`config.mk`:
```
export PLATFORM = sky130hd
export DESIGN_NAME = alu_deframer_flat
export DESIGN_NICKNAME = d
export VERILOG_FILES = /design/src/rtl/alu_deframer_if.sv /design/src/rtl/alu_deframer.sv /design/src/flat_wrapper.sv
export SDC_FILE = /design/constraint.sdc
export NUM_CORES = 1
export LEC_CHECK = 0
export CAP_MARGIN = 30
export CORE_MARGIN = 2
export CORE_UTILIZATION = 59
export CTS_CLUSTER_DIAMETER = 100
export DETAILED_ROUTE_END_ITERATION = 16
export MAX_ROUTING_LAYER = met4
export PLACE_DENSITY = 0.84
export SETUP_SLACK_MARGIN = 0.5
export SYNTH_ARGS = -nofsm -noshare
export SYNTH_HDL_FRONTEND = slang
export SYNTH_SLANG_ARGS = --single-unit
```
`constraint.sdc`:
```
create_clock -name clk -period 4.8 [get_ports clk]
set_input_delay 0.96 -clock clk [delete_from_list [all_inputs] [get_ports clk]]
set_output_delay 0.96 -clock clk [all_outputs]
set_load 0.01 [all_outputs]
```
`src/rtl/alu_deframer_if.sv`:
```
// Receive-side bus of the ALU deframer: sender beat stream, length/overflow control
// and the valid/ready word output toward the consumer.
interface alu_deframer_if;
  logic [4:0]  frame_len;
  logic        frame_len_val;
  logic        frame;
  logic [31:0] frame_data;
  logic        frame_bp;
  logic [31:0] rx_data;
  logic        rx_valid;
  logic        rx_last;
  logic        rx_ready;
  logic        rx_ovf;
  logic        ovf_clr;
  logic [7:0]  frame_cnt;

  modport slave (
    input  frame_len, frame_len_val, frame, frame_data, rx_ready, ovf_clr,
    output frame_bp, rx_data, rx_valid, rx_last, rx_ovf, frame_cnt
  );

  modport master (
    output frame_len, frame_len_val, frame, frame_data, rx_ready, ovf_clr,
    input  frame_bp, rx_data, rx_valid, rx_last, rx_ovf, frame_cnt
  );
endinterface

```
`src/rtl/alu_deframer.sv`:
```
// Splits the incoming word stream into count-delimited frames, tags the last word,
// and buffers {last, data} in a small FIFO with registered backpressure to the sender.
module alu_deframer #(
  parameter int DEPTH = 4
) (
  input  logic          clk,
  input  logic          rst,
  alu_deframer_if.slave bus
);

  localparam int DATA_W = 32;
  localparam int AW     = $clog2(DEPTH);
  localparam logic [AW:0]   FULL    = (AW+1)'(DEPTH);
  localparam logic [AW:0]   THRESH  = (AW+1)'(DEPTH - 1);
  localparam logic [AW:0]   CNT_ONE = (AW+1)'(1);
  localparam logic [AW-1:0] PTR_ONE = AW'(1);

  typedef enum logic {IDLE = 1'b0, RECV = 1'b1} state_t;

  state_t      state_q, state_d;
  logic [4:0]  wcnt_q, wcnt_d;
  logic [4:0]  len_q;
  logic [4:0]  pend_len;
  logic        pend_vld;
  logic        beat_last;
  logic        len_direct;

  logic [DATA_W:0] mem [DEPTH];
  logic [AW-1:0]   wr_ptr, rd_ptr;
  logic [AW:0]     cnt, cnt_next;
  logic            push, pop;
  logic            rx_valid_w;
  logic            frame_bp_q;
  logic            rx_ovf_q;
  logic [7:0]      frame_cnt_q;

  // ---- framing FSM: state register
  always_ff @(posedge clk) begin
    if (rst) begin
      state_q <= IDLE;
      wcnt_q  <= '0;
    end else begin
      state_q <= state_d;
      wcnt_q  <= wcnt_d;
    end
  end

  // ---- framing FSM: next state; dropped beats advance it too so framing stays aligned
  always_comb begin
    state_d = state_q;
    wcnt_d  = wcnt_q;
    case (state_q)
      IDLE: begin
        if (bus.frame && (len_q != 5'd0)) begin
          state_d = RECV;
          wcnt_d  = 5'd1;
        end
      end
      RECV: begin
        if (bus.frame) begin
          if (wcnt_q == len_q) begin
            state_d = IDLE;
            wcnt_d  = 5'd0;
          end else begin
            wcnt_d  = wcnt_q + 5'd1;
          end
        end
      end
      default: begin
        state_d = IDLE;
        wcnt_d  = 5'd0;
      end
    endcase
  end

  // ---- framing FSM: outputs
  always_comb begin
    beat_last  = 1'b0;
    len_direct = 1'b0;
    case (state_q)
      IDLE: begin
        beat_last  = bus.frame && (len_q == 5'd0);
        len_direct = bus.frame_len_val && !bus.frame;
      end
      RECV: beat_last = bus.frame && (wcnt_q == len_q);
      default: begin
        beat_last  = 1'b0;
        len_direct = 1'b0;
      end
    endcase
  end

  // ---- length register; a pulse on the completing beat goes straight to the next frame
  always_ff @(posedge clk) begin
    if (rst) begin
      len_q    <= '0;
      pend_vld <= 1'b0;
    end else if (beat_last) begin
      if (bus.frame_len_val) begin
        len_q <= bus.frame_len;
      end else if (pend_vld) begin
        len_q <= pend_len;
      end
      pend_vld <= 1'b0;
    end else if (len_direct) begin
      len_q <= bus.frame_len;
    end else if (bus.frame_len_val) begin
      pend_vld <= 1'b1;
    end
  end

  always_ff @(posedge clk) begin
    if (bus.frame_len_val && !beat_last && !len_direct) begin
      pend_len <= bus.frame_len;
    end
  end

  // ---- FIFO control; a full FIFO still accepts a beat when the head leaves in the same cycle
  assign rx_valid_w = (cnt != '0);
  assign pop        = rx_valid_w && bus.rx_ready;
  assign push       = bus.frame && ((cnt != FULL) || pop);

  always_comb begin
    cnt_next = cnt;
    if (push && !pop) begin
      cnt_next = cnt + CNT_ONE;
    end else if (pop && !push) begin
      cnt_next = cnt - CNT_ONE;
    end
  end

  always_ff @(posedge clk) begin
    if (push) begin
      mem[wr_ptr] <= {beat_last, bus.frame_data};
    end
  end

  always_ff @(posedge clk) begin
    if (rst) begin
      wr_ptr      <= '0;
      rd_ptr      <= '0;
      cnt         <= '0;
      frame_bp_q  <= 1'b0;
      rx_ovf_q    <= 1'b0;
      frame_cnt_q <= '0;
    end else begin
      if (push) begin
        wr_ptr <= wr_ptr + PTR_ONE;
      end
      if (pop) begin
        rd_ptr <= rd_ptr + PTR_ONE;
      end
      cnt        <= cnt_next;
      // one slot of headroom covers the beat already in flight when the sender sees bp
      frame_bp_q <= (cnt_next >= THRESH);
      if (bus.frame && !push) begin
        rx_ovf_q <= 1'b1;
      end else if (bus.ovf_clr) begin
        rx_ovf_q <= 1'b0;
      end
      if (push && beat_last) begin
        frame_cnt_q <= frame_cnt_q + 8'd1;
      end
    end
  end

  // ---- outputs; storage is unreset, so the head is masked while the FIFO is empty
  assign bus.rx_valid  = rx_valid_w;
  assign bus.rx_data   = rx_valid_w ? mem[rd_ptr][DATA_W-1:0] : '0;
  assign bus.rx_last   = rx_valid_w ? mem[rd_ptr][DATA_W] : 1'b0;
  assign bus.frame_bp  = frame_bp_q;
  assign bus.rx_ovf    = rx_ovf_q;
  assign bus.frame_cnt = frame_cnt_q;

endmodule

```
`src/flat_wrapper.sv`:
```
// flat-port wrapper written by rule: the top's interface ports become plain ports
module alu_deframer_flat 
#(
  parameter int DEPTH = 4
)
  (clk, rst, bus_frame_len, bus_frame_len_val, bus_frame, bus_frame_data, bus_rx_ready, bus_ovf_clr, bus_frame_bp, bus_rx_data, bus_rx_valid, bus_rx_last, bus_rx_ovf, bus_frame_cnt);
  alu_deframer_if bus_i ();
  input  logic clk;
  input  logic rst;
  input wire logic [$bits(bus_i.frame_len)-1:0] bus_frame_len;
  input wire logic [$bits(bus_i.frame_len_val)-1:0] bus_frame_len_val;
  input wire logic [$bits(bus_i.frame)-1:0] bus_frame;
  input wire logic [$bits(bus_i.frame_data)-1:0] bus_frame_data;
  input wire logic [$bits(bus_i.rx_ready)-1:0] bus_rx_ready;
  input wire logic [$bits(bus_i.ovf_clr)-1:0] bus_ovf_clr;
  output wire logic [$bits(bus_i.frame_bp)-1:0] bus_frame_bp;
  output wire logic [$bits(bus_i.rx_data)-1:0] bus_rx_data;
  output wire logic [$bits(bus_i.rx_valid)-1:0] bus_rx_valid;
  output wire logic [$bits(bus_i.rx_last)-1:0] bus_rx_last;
  output wire logic [$bits(bus_i.rx_ovf)-1:0] bus_rx_ovf;
  output wire logic [$bits(bus_i.frame_cnt)-1:0] bus_frame_cnt;
  assign bus_i.frame_len = bus_frame_len;
  assign bus_i.frame_len_val = bus_frame_len_val;
  assign bus_i.frame = bus_frame;
  assign bus_i.frame_data = bus_frame_data;
  assign bus_i.rx_ready = bus_rx_ready;
  assign bus_i.ovf_clr = bus_ovf_clr;
  assign bus_frame_bp = bus_i.frame_bp;
  assign bus_rx_data = bus_i.rx_data;
  assign bus_rx_valid = bus_i.rx_valid;
  assign bus_rx_last = bus_i.rx_last;
  assign bus_rx_ovf = bus_i.rx_ovf;
  assign bus_frame_cnt = bus_i.frame_cnt;
  alu_deframer #(.DEPTH(DEPTH)) u_core (.clk(clk), .rst(rst), .bus(bus_i));
endmodule
```
======== Yosys cells after proc, flatten, opt, wreduce, memory -nomap -nowiden ========
Memories as Yosys holds them, arrays and structs flattened. A register that Yosys moved wholly into a read port is not among the register bits.
Cells that the tools add are included.
operators by class
  $mul .................................... 0
  div/mod/pow operators ................... 0
  reductions and logical operators ........ 27
  add/sub/neg operators ................... 6
  $lt $le $gt $ge ......................... 1
  multiplexer cells ....................... 24
  equality and inequality tests ........... 5
  shift operators ......................... 0
  bitwise logic cells ..................... 2
operator list
  kind                                                               number
  two-way mux 5 bit                                                  7
  two-way mux 32 bit                                                 1
  logical AND 1 bit                                                  12
  one-hot mux 5 bit (2 select lines)                                 1
  two-way mux 1 bit                                                  9
  adder 8 x 1 -> 8 bit, second input constant                        1
  two-way mux 3 bit                                                  2
  AND reduction 2 bit                                                3
  adder 5 x 1 -> 5 bit, second input constant                        1
  == test 5 bit                                                      1
  logical NOT 1 bit                                                  5
  logical NOT 5 bit                                                  1
  nonzero test 5 bit                                                 1
  adder 2 x 1 -> 2 bit, second input constant                        2
  two-way mux 2 bit                                                  2
  one-hot mux 1 bit (2 select lines)                                 2
  nonzero test 2 bit                                                 2
  adder 3 x 1 -> 3 bit, second input constant                        1
  greater-or-equal comparator 3 x 2 -> 1 bit, second input constant  1
  != test 3 x 2 -> 1 bit, second input constant                      1
  != test 3 bit, second input constant                               1
  nonzero test 3 bit                                                 1
  subtractor 3 x 1 -> 3 bit, second input constant                   1
  != test 2 x 1 -> 1 bit, second input constant                      1
  4 further kinds                                                    5
word-level totals
  memories ................................ 1
  bits in writable memories ............... 132
  bits in latches ......................... 0
  word-level logic and storage cells ...... 77
  output and inout port bits .............. 44
  register bits ........................... 34
  input port bits ......................... 43
  memory bits (read-only) ................. 0
memories
  memory      words  bits a word  read ports  clocked after memory_dff  wr ports  RTL line            RTL
  u_core.mem  4      33           1           1                         1         alu_deframer.sv:28  logic [DATA_W:0] mem [DEPTH];

======== Logic depth before layout (Yosys ltp) ========
Gate-level depths: netlist of run 1.
  word-level depth ........................ 9
  gate-level depth with buffers ........... 8
  depth with buffers taken out ............ 7

======== Worst setup path after synthesis of run 1 ========
Ideal clock, no wire load.
  path kind ............................... input to register
  from .................................... input port bus_rx_ready
  to ...................................... memory u_core.mem[0][0] (netlist name), enable pin
  path slack .............................. 2.050 ns
  data required time ...................... 4.407 ns
  path buffers ............................ 1
  stages .................................. 4
  setup time .............................. 0.393 ns
  arrival time ............................ 2.357 ns
  cell sequence ........................... clkbuf_1 nor2_1 nor2_1 and2_1
on the way
  word-level cells in the longest chain between the ends .. 5
ends and longest elaborated chain
  element                                  RTL line             RTL
  start: declaration                       flat_wrapper.sv:14   input wire logic [$bits(bus_i.rx_ready)-1:0] bus_rx_ready;
  logical AND 1 bit                        alu_deframer.sv:120  assign pop = rx_valid_w && bus.rx_ready;
  logical OR 1 bit                         alu_deframer.sv:121  assign push = bus.frame && ((cnt != FULL) || pop);
  logical AND 1 bit                        alu_deframer.sv:121
  two-way mux 1 bit                        alu_deframer.sv:133  if (push) begin
  two-way mux 1 bit (implied by the code)  alu_deframer.sv:134  mem[wr_ptr] <= {beat_last, bus.frame_data};
  end: declaration                         alu_deframer.sv:28
Every way passes these cells.

==> results of run 1 <==
## layout by cell type (no fill, tap or decap), types with 7 or more instances in the layout
master / instances
ha_1: 9
nor2_1: 19
mux2i_1: 8
a21oi_1: 15
xnor2_1: 7
clkdlybuf4s50_1: 86
clkbuf_16: 17
mux4_2: 33
dfxtp_1: 29
nand2_1: 16
and2_1: 37
inv_1: 8
o31ai_1: 10
edfxtp_1: 137
## logic make-up after synthesis
| group | share of synthesized area |
|---|---|
| muxes | 0.124 |
| buffers and inverters | 0.0175 |
| xor gates and xnor gates | 0.0178 |
| DFF | 0.696 |
| adders and majority gates | 0.0166 |
| and+or+nand+nor | 0.0822 |
| AOI/OAI and AO/OA | 0.0453 |
## layout make-up
| type | instances | area share |
|---|---|---|
| Sequential cell | 168 | 0.561 |
| Multi-Input combinational cell | 210 | 0.231 |
| Timing Repair Buffer | 90 | 0.105 |
| Clock buffer | 18 | 0.0508 |
| Clock inverter | 13 | 0.0270 |
| Tap cell | 143 | 0.0212 |
| Inverter | 8 | 0.00356 |
## registers in the layout (all words and copies together) (netlist names), 2 cells and up, named ones only
register / cells
u_core.bus.frame_cnt: 8
u_core.cnt: 3
u_core.len_q: 5
u_core.mem: 132
u_core.pend_len: 5
u_core.rd_ptr: 2
u_core.wcnt_q: 5
u_core.wr_ptr: 2
## power breakdown
group / internal, mW / switching, mW / leakage, nW
Clock: 0.971 / 0.532 / 0.316
Combinational: 0.600 / 0.481 / 0.994
Sequential: 1.71 / 0.112 / 1.51
Total: 3.28 / 1.13 / 2.82
## how the worst max path moves through the flow
stage,from,end,slack [ps],depth (start not counted)
global route,flip-flop,bus_rx_data[30],810,4
global placement,flip-flop,bus_rx_data[22],1450,4
finish,flip-flop,bus_rx_data[30],1030,4
detailed placement,flip-flop,bus_rx_data[22],1410,4
floorplan,bus_rx_ready,u_core.mem[0][0]$_DFFE_PP_,2050,4
CTS,flip-flop,bus_rx_data[30],920,4
## critical path, cell delays in order, from the launching register on
cell             delay, ps
dfxtp_2                910
buf_4                  300
mux4_2                 520
and2_1                 170
clkdlybuf4s50_1        480
## through the flow
stage,instances,util,instance area [um2],power (mW),hold WS [ps]
floorplan,406,-,6800,2.44,431
global placement,619,0.688,7790,2.89,444
detailed placement,619,0.688,7790,2.93,465
CTS,650,0.746,8450,4.44,475
global route,650,0.746,8450,4.57,502
finish,650,0.746,8450,4.40,485
## routing by layer
metal	global-route usage	vias to the layer above	part of all wire
met1	0.293	1973	0.40
li1	-	1744	-
met3	0.0506	20	0.049
met5	-	-	0
met4	0.0872	0	0.016
met2	0.391	144	0.53
==> impl_metrics.yaml, run 1 <==
timing:
  setup_viol: 0
  clock_skew_ps: 8.20
  setup_tns_ps: 0
  period_share: 0.786
  rsz0062_at_grt: "no"
  fmax_ghz: 0.265
  tightest_slew_ps: 904
  slew_headroom: 0.392
  final_max_slew_viol_count: 0
  setup_ws_ps: 1030
  fin_crit_ps: 3770
  final_hold_viol_count: 0
clocking:
  clkLatencyLatePin_ps: 420
  cts_max_level: 4
  cts_setup_buffers: 0
  numCtsBuffers: 17
  cts_tree: "done"
  cts_sinks: 168
  clockBufferDepth: 2
  cts-hold-fix-buffers: 0
  clk_pin_slew_worst_paths_ps: 60
  root_buffer: "clkbuf_16"
  cts_resized: 0
drt:
  drtIter0Drc: 273
  drc_errors: 0
  postRouteAntennaNets: 0
  finalWirelength_um: 13400
  vias_per_cell: 5.97
  vias: 3881
  dr.pass1.iters: 4
  post_drt_wl_per_cell_um: 20.7
status:
  run_status: "finished, final reports clean"
die:
  ios: 87
  die_h_um: 111
  initial_core_util: 0.601
  coreArea_mm2: 0.0113
  die_width_um: 111
  die_area_mm2: 0.0124
  rows: 39
global_route:
  grt-ovfl-total: 0
  first_global_vias: 3889
  grt_pass1_wl_um: 21300
  antenna_found_initial: 0
  grt_usage: 0.237
  grt_max_degree: 34
min_path:
  hold_depth: 2
  hold_class: "flip-flop to flip-flop"
  hp-start: "u_core.pend_vld$_SDFFE_PP0P_"
  holdPathEnd: "u_core.pend_vld$_SDFFE_PP0P_"
yosys:
  synth.most_common_cell: "edfxtp_1"
  synthCells: 406
  synthesis.nets: 458
  yosysWarnings: 0
  synth.distinct_cells: 45
  synth_area_mm2: 0.00680
  syn_area_per_cell_um2: 16.7
  synthTopCellsByCount: "edfxtp_1, and2_1, mux4_2"
  yosysTopAreaCell: "edfxtp_1"
  ys_seq_area_frac: 0.696
  async_flop_share: 0
  netlist.area_leader.share: 0.605
  ys_dominant_reg_cell: "edfxtp_1"
  synth_area_leaders: "edfxtp_1, mux4_2, dfxtp_1, and2_1, ha_1"
  ys_ff_latch: 168
  synth-edff-count: 137
setup_path:
  ff2ff_path_depth: 6
  arrival_ps: 2810
  r2r_start: "u_core.cnt[1]$_SDFF_PP0_"
  crit_required_ps: 3840
  cp_max_fo: 24
  regToRegSetupSlack_ps: 2380
  worstSetupStartpointType: "flip-flop"
  critPathCaptureType: "primary output"
  crit_type: "flip-flop to primary output"
  timing.rr.end: "u_core.mem[0][6]$_DFFE_PP_"
job:
  maxCapViolations: 0
final_layout:
  nFillCells: 669
  area_delta_synth_final_pct: 24.2
  multi_input_area_mm2: 0.00195
  seqCellArea_mm2: 0.00474
  layout.nets: 547
  drive_above_1_share: 0.160
  antennaDiodeCount: 0
place:
  dp_hpwl_um: 7970
  port-buffer-count: 86
  post-place-ws_ps: 1410
  gp_congestion: 0.786
pwr:
  powerDensity_mw_per_mm2: 521
  p_leak_nw: 2.82
  ir_drop_mv: 0.404
Note: power is estimated with default switching activity, not from simulation.
==> run 2: changes to the inputs <==
- CORE_UTILIZATION: 59 -> 50
- PLACE_DENSITY: 0.84 -> 0.76
- clock period: 4.8 -> 3.25 ns (I/O delays scaled with it)
==> run 2 against run 1 <==
Wire length down 1.7%. First-iteration DRC count down 9.2%. Sequential cell count unchanged. Sequential power up 44%. Highest routed layer unchanged. Global-route usage down 4.4 points. Sequential share of layout area down 1.9 points. Clock-buffer cell count up 8. Critical endpoint is now bus_rx_data[2]. Non-clock buffer count up 20. Core utilization down 8.6 points. Critical path depth unchanged. Clock skew up 5.6 ps.
==> impl_metrics.yaml, run 2 (synthesis results as in run 1) <==
final_layout:
  layout.cells.most_common: "edfxtp_1"
  fin_cells: 704
  regMostFlops: "u_core.mem"
  area_delta_synth_final_pct: 28.6
  post-route-util: 0.660
  antennaDiodeCount: 0
  largest_reg_flops: 132
  final_area_mm2: 0.00874
  layout.nets: 567
  layout_common_cells: "edfxtp_1, clkdlybuf4s50_1, and2_1"
  drive_above_1_share: 0.188
min_path:
  hold_depth: 2
  hold_class: "flip-flop to flip-flop"
clocking:
  clockBufferDepth: 2
  numCtsBuffers: 17
  cts_tree: "done"
  clkLatencyLatePin_ps: 420
  cts_sinks: 168
  clk_pin_slew_worst_paths_ps: 60
  root_buffer: "clkbuf_16"
  cts_max_level: 4
  cts-hold-fix-buffers: 0
timing:
  setup_ws_ps: 432
  slew_headroom: 0.482
  setup_tns_ps: 0
  clock_skew_ps: 13.8
  final_max_slew_viol_count: 0
  fmax_ghz: 0.355
  rsz0062_at_grt: "yes"
  fin_crit_ps: 2820
  tightest_slew_ps: 769
  final_hold_viol_count: 0
  period_share: 0.867
  setup_viol: 0
  whs_ps: 459
pwr:
  ir_drop_mv: 0.356
  p_comb_frac: 0.301
  p_sw_frac: 0.259
  switchingPower_mw: 1.67
  intPower_mw: 4.76
  powerDensity_mw_per_mm2: 735
  p_leak_nw: 3.14
  p_seq_frac: 0.408
  pwr-share-clk: 0.292
  power.total_mw: 6.43
setup_path:
  worstSetupStartpointType: "flip-flop"
  cpPeakStageDelay_ps: 530
  critPathCaptureType: "primary output"
  cp_max_fo: 10
  arrival_ps: 2170
  crit_required_ps: 2600
  ff2ff_path_depth: 5
  crit_type: "flip-flop to primary output"
  crit_chain: "buf_12 -> mux4_2 -> and2_1 -> clkdlybuf4s50_1"
  slowest_stage: "mux4_2"
global_route:
  grt-ovfl-total: 0
  grt_usage: 0.193
  first_global_vias: 3942
  antenna_found_initial: 0
  grt_pass1_wl_um: 20400
  grt_max_degree: 34
drt:
  vias: 3829
  post_drt_wl_per_cell_um: 18.8
  vias_per_cell: 5.44
  finalWirelength_um: 13200
  dr.pass1.iters: 4
  postRouteAntennaNets: 0
  drc_errors: 0
  drtIter0Drc: 248
die:
  die_h_um: 121
  ios: 87
  initial_core_util: 0.514
  coreArea_mm2: 0.0132
  die_width_um: 121
  rows: 42
  die_area_mm2: 0.0145
status:
  run_status: "finished, final reports clean"
job:
  maxCapViolations: 0
place:
  post-place-ws_ps: 649
  place_area_mm2: 0.00797
  port-buffer-count: 86
  gp_congestion: 0.832
  dp.cells: 661
  dp_hpwl_um: 7960
[run 2: cell types whose count changed in the layout (fill, tap and decap cells not counted), moves of 2 or more]
cell	previous run	this run
dlymetal6s2s_1	0	14
clkdlybuf4s50_1	86	71
buf_12	0	8
buf_16	0	2
clkinvlp_4	2	0
clkbuf_1	1	8
bufinv_16	6	2
buf_4	4	13
clkinv_4	2	0
[run 2: layer usage]
metal	wire (um)	vias up	GRT usage
met5	0	-	-
met1	5450	1935	0.231
met4	97	0	0.0647
met2	7050	92	0.327
met3	613	12	0.0420
li1	-	1790	-
[run 2: layout make-up]
| class | count | area (um2) |
|---|---|---|
| Sequential cell | 168 | 4740 |
| Multi-Input combinational cell | 210 | 1970 |
| Timing Repair Buffer | 110 | 1230 |
| Tap cell | 176 | 220 |
| Clock inverter | 6 | 80.1 |
| Inverter | 8 | 30.0 |
| Fill cell | 947 | 4500 |
| Clock buffer | 26 | 469 |
[run 2: path summary, 6_finish.rpt]
| path | startpoint | endpoint | slack (ps) |
|---|---|---|---|
| worst max register to register | u_core.wcnt_q[0]$_SDFFE_PP0P_ | u_core.pend_len[1]$_DFFE_PP_ | 970 |
| worst max-delay path | flip-flop | bus_rx_data[2] | 430 |
| worst min-delay path | u_core.pend_vld$_SDFFE_PP0P_ | u_core.pend_vld$_SDFFE_PP0P_ | 460 |
| worst min register to register | u_core.pend_vld$_SDFFE_PP0P_ | u_core.pend_vld$_SDFFE_PP0P_ | 460 |
[run 2: worst max-delay path, delay by kind of cell (launching register included)]
family | cells | cell delay [ps]
mux | 1 | 530
flops | 1 | 420
buf+inv | 2 | 640
simple gates | 1 | 170
[run 2: timing repair]
item	in CTS	in global routing
buffers inserted	2	6
cloned	2	1
gates resized for setup	14	15
endpoints found under the setup margin	34	32
[run 2: power by group through the flow]
stage               logic (mW)  registers, mW  clock network [mW]
finish                    1.93           2.62                1.87
detailed placement        1.72           2.65                   0
CTS                       1.91           2.62                1.91
global route              2.08           2.64                1.99
floorplan                0.996           2.61                   0
global placement          1.68           2.64                   0
==> run 3: changes to the inputs <==
- SKIP_LAST_GASP: default -> 1
==> results of run 3 <==
No change in the layout: final DEF, timing and power equal those of run 2.
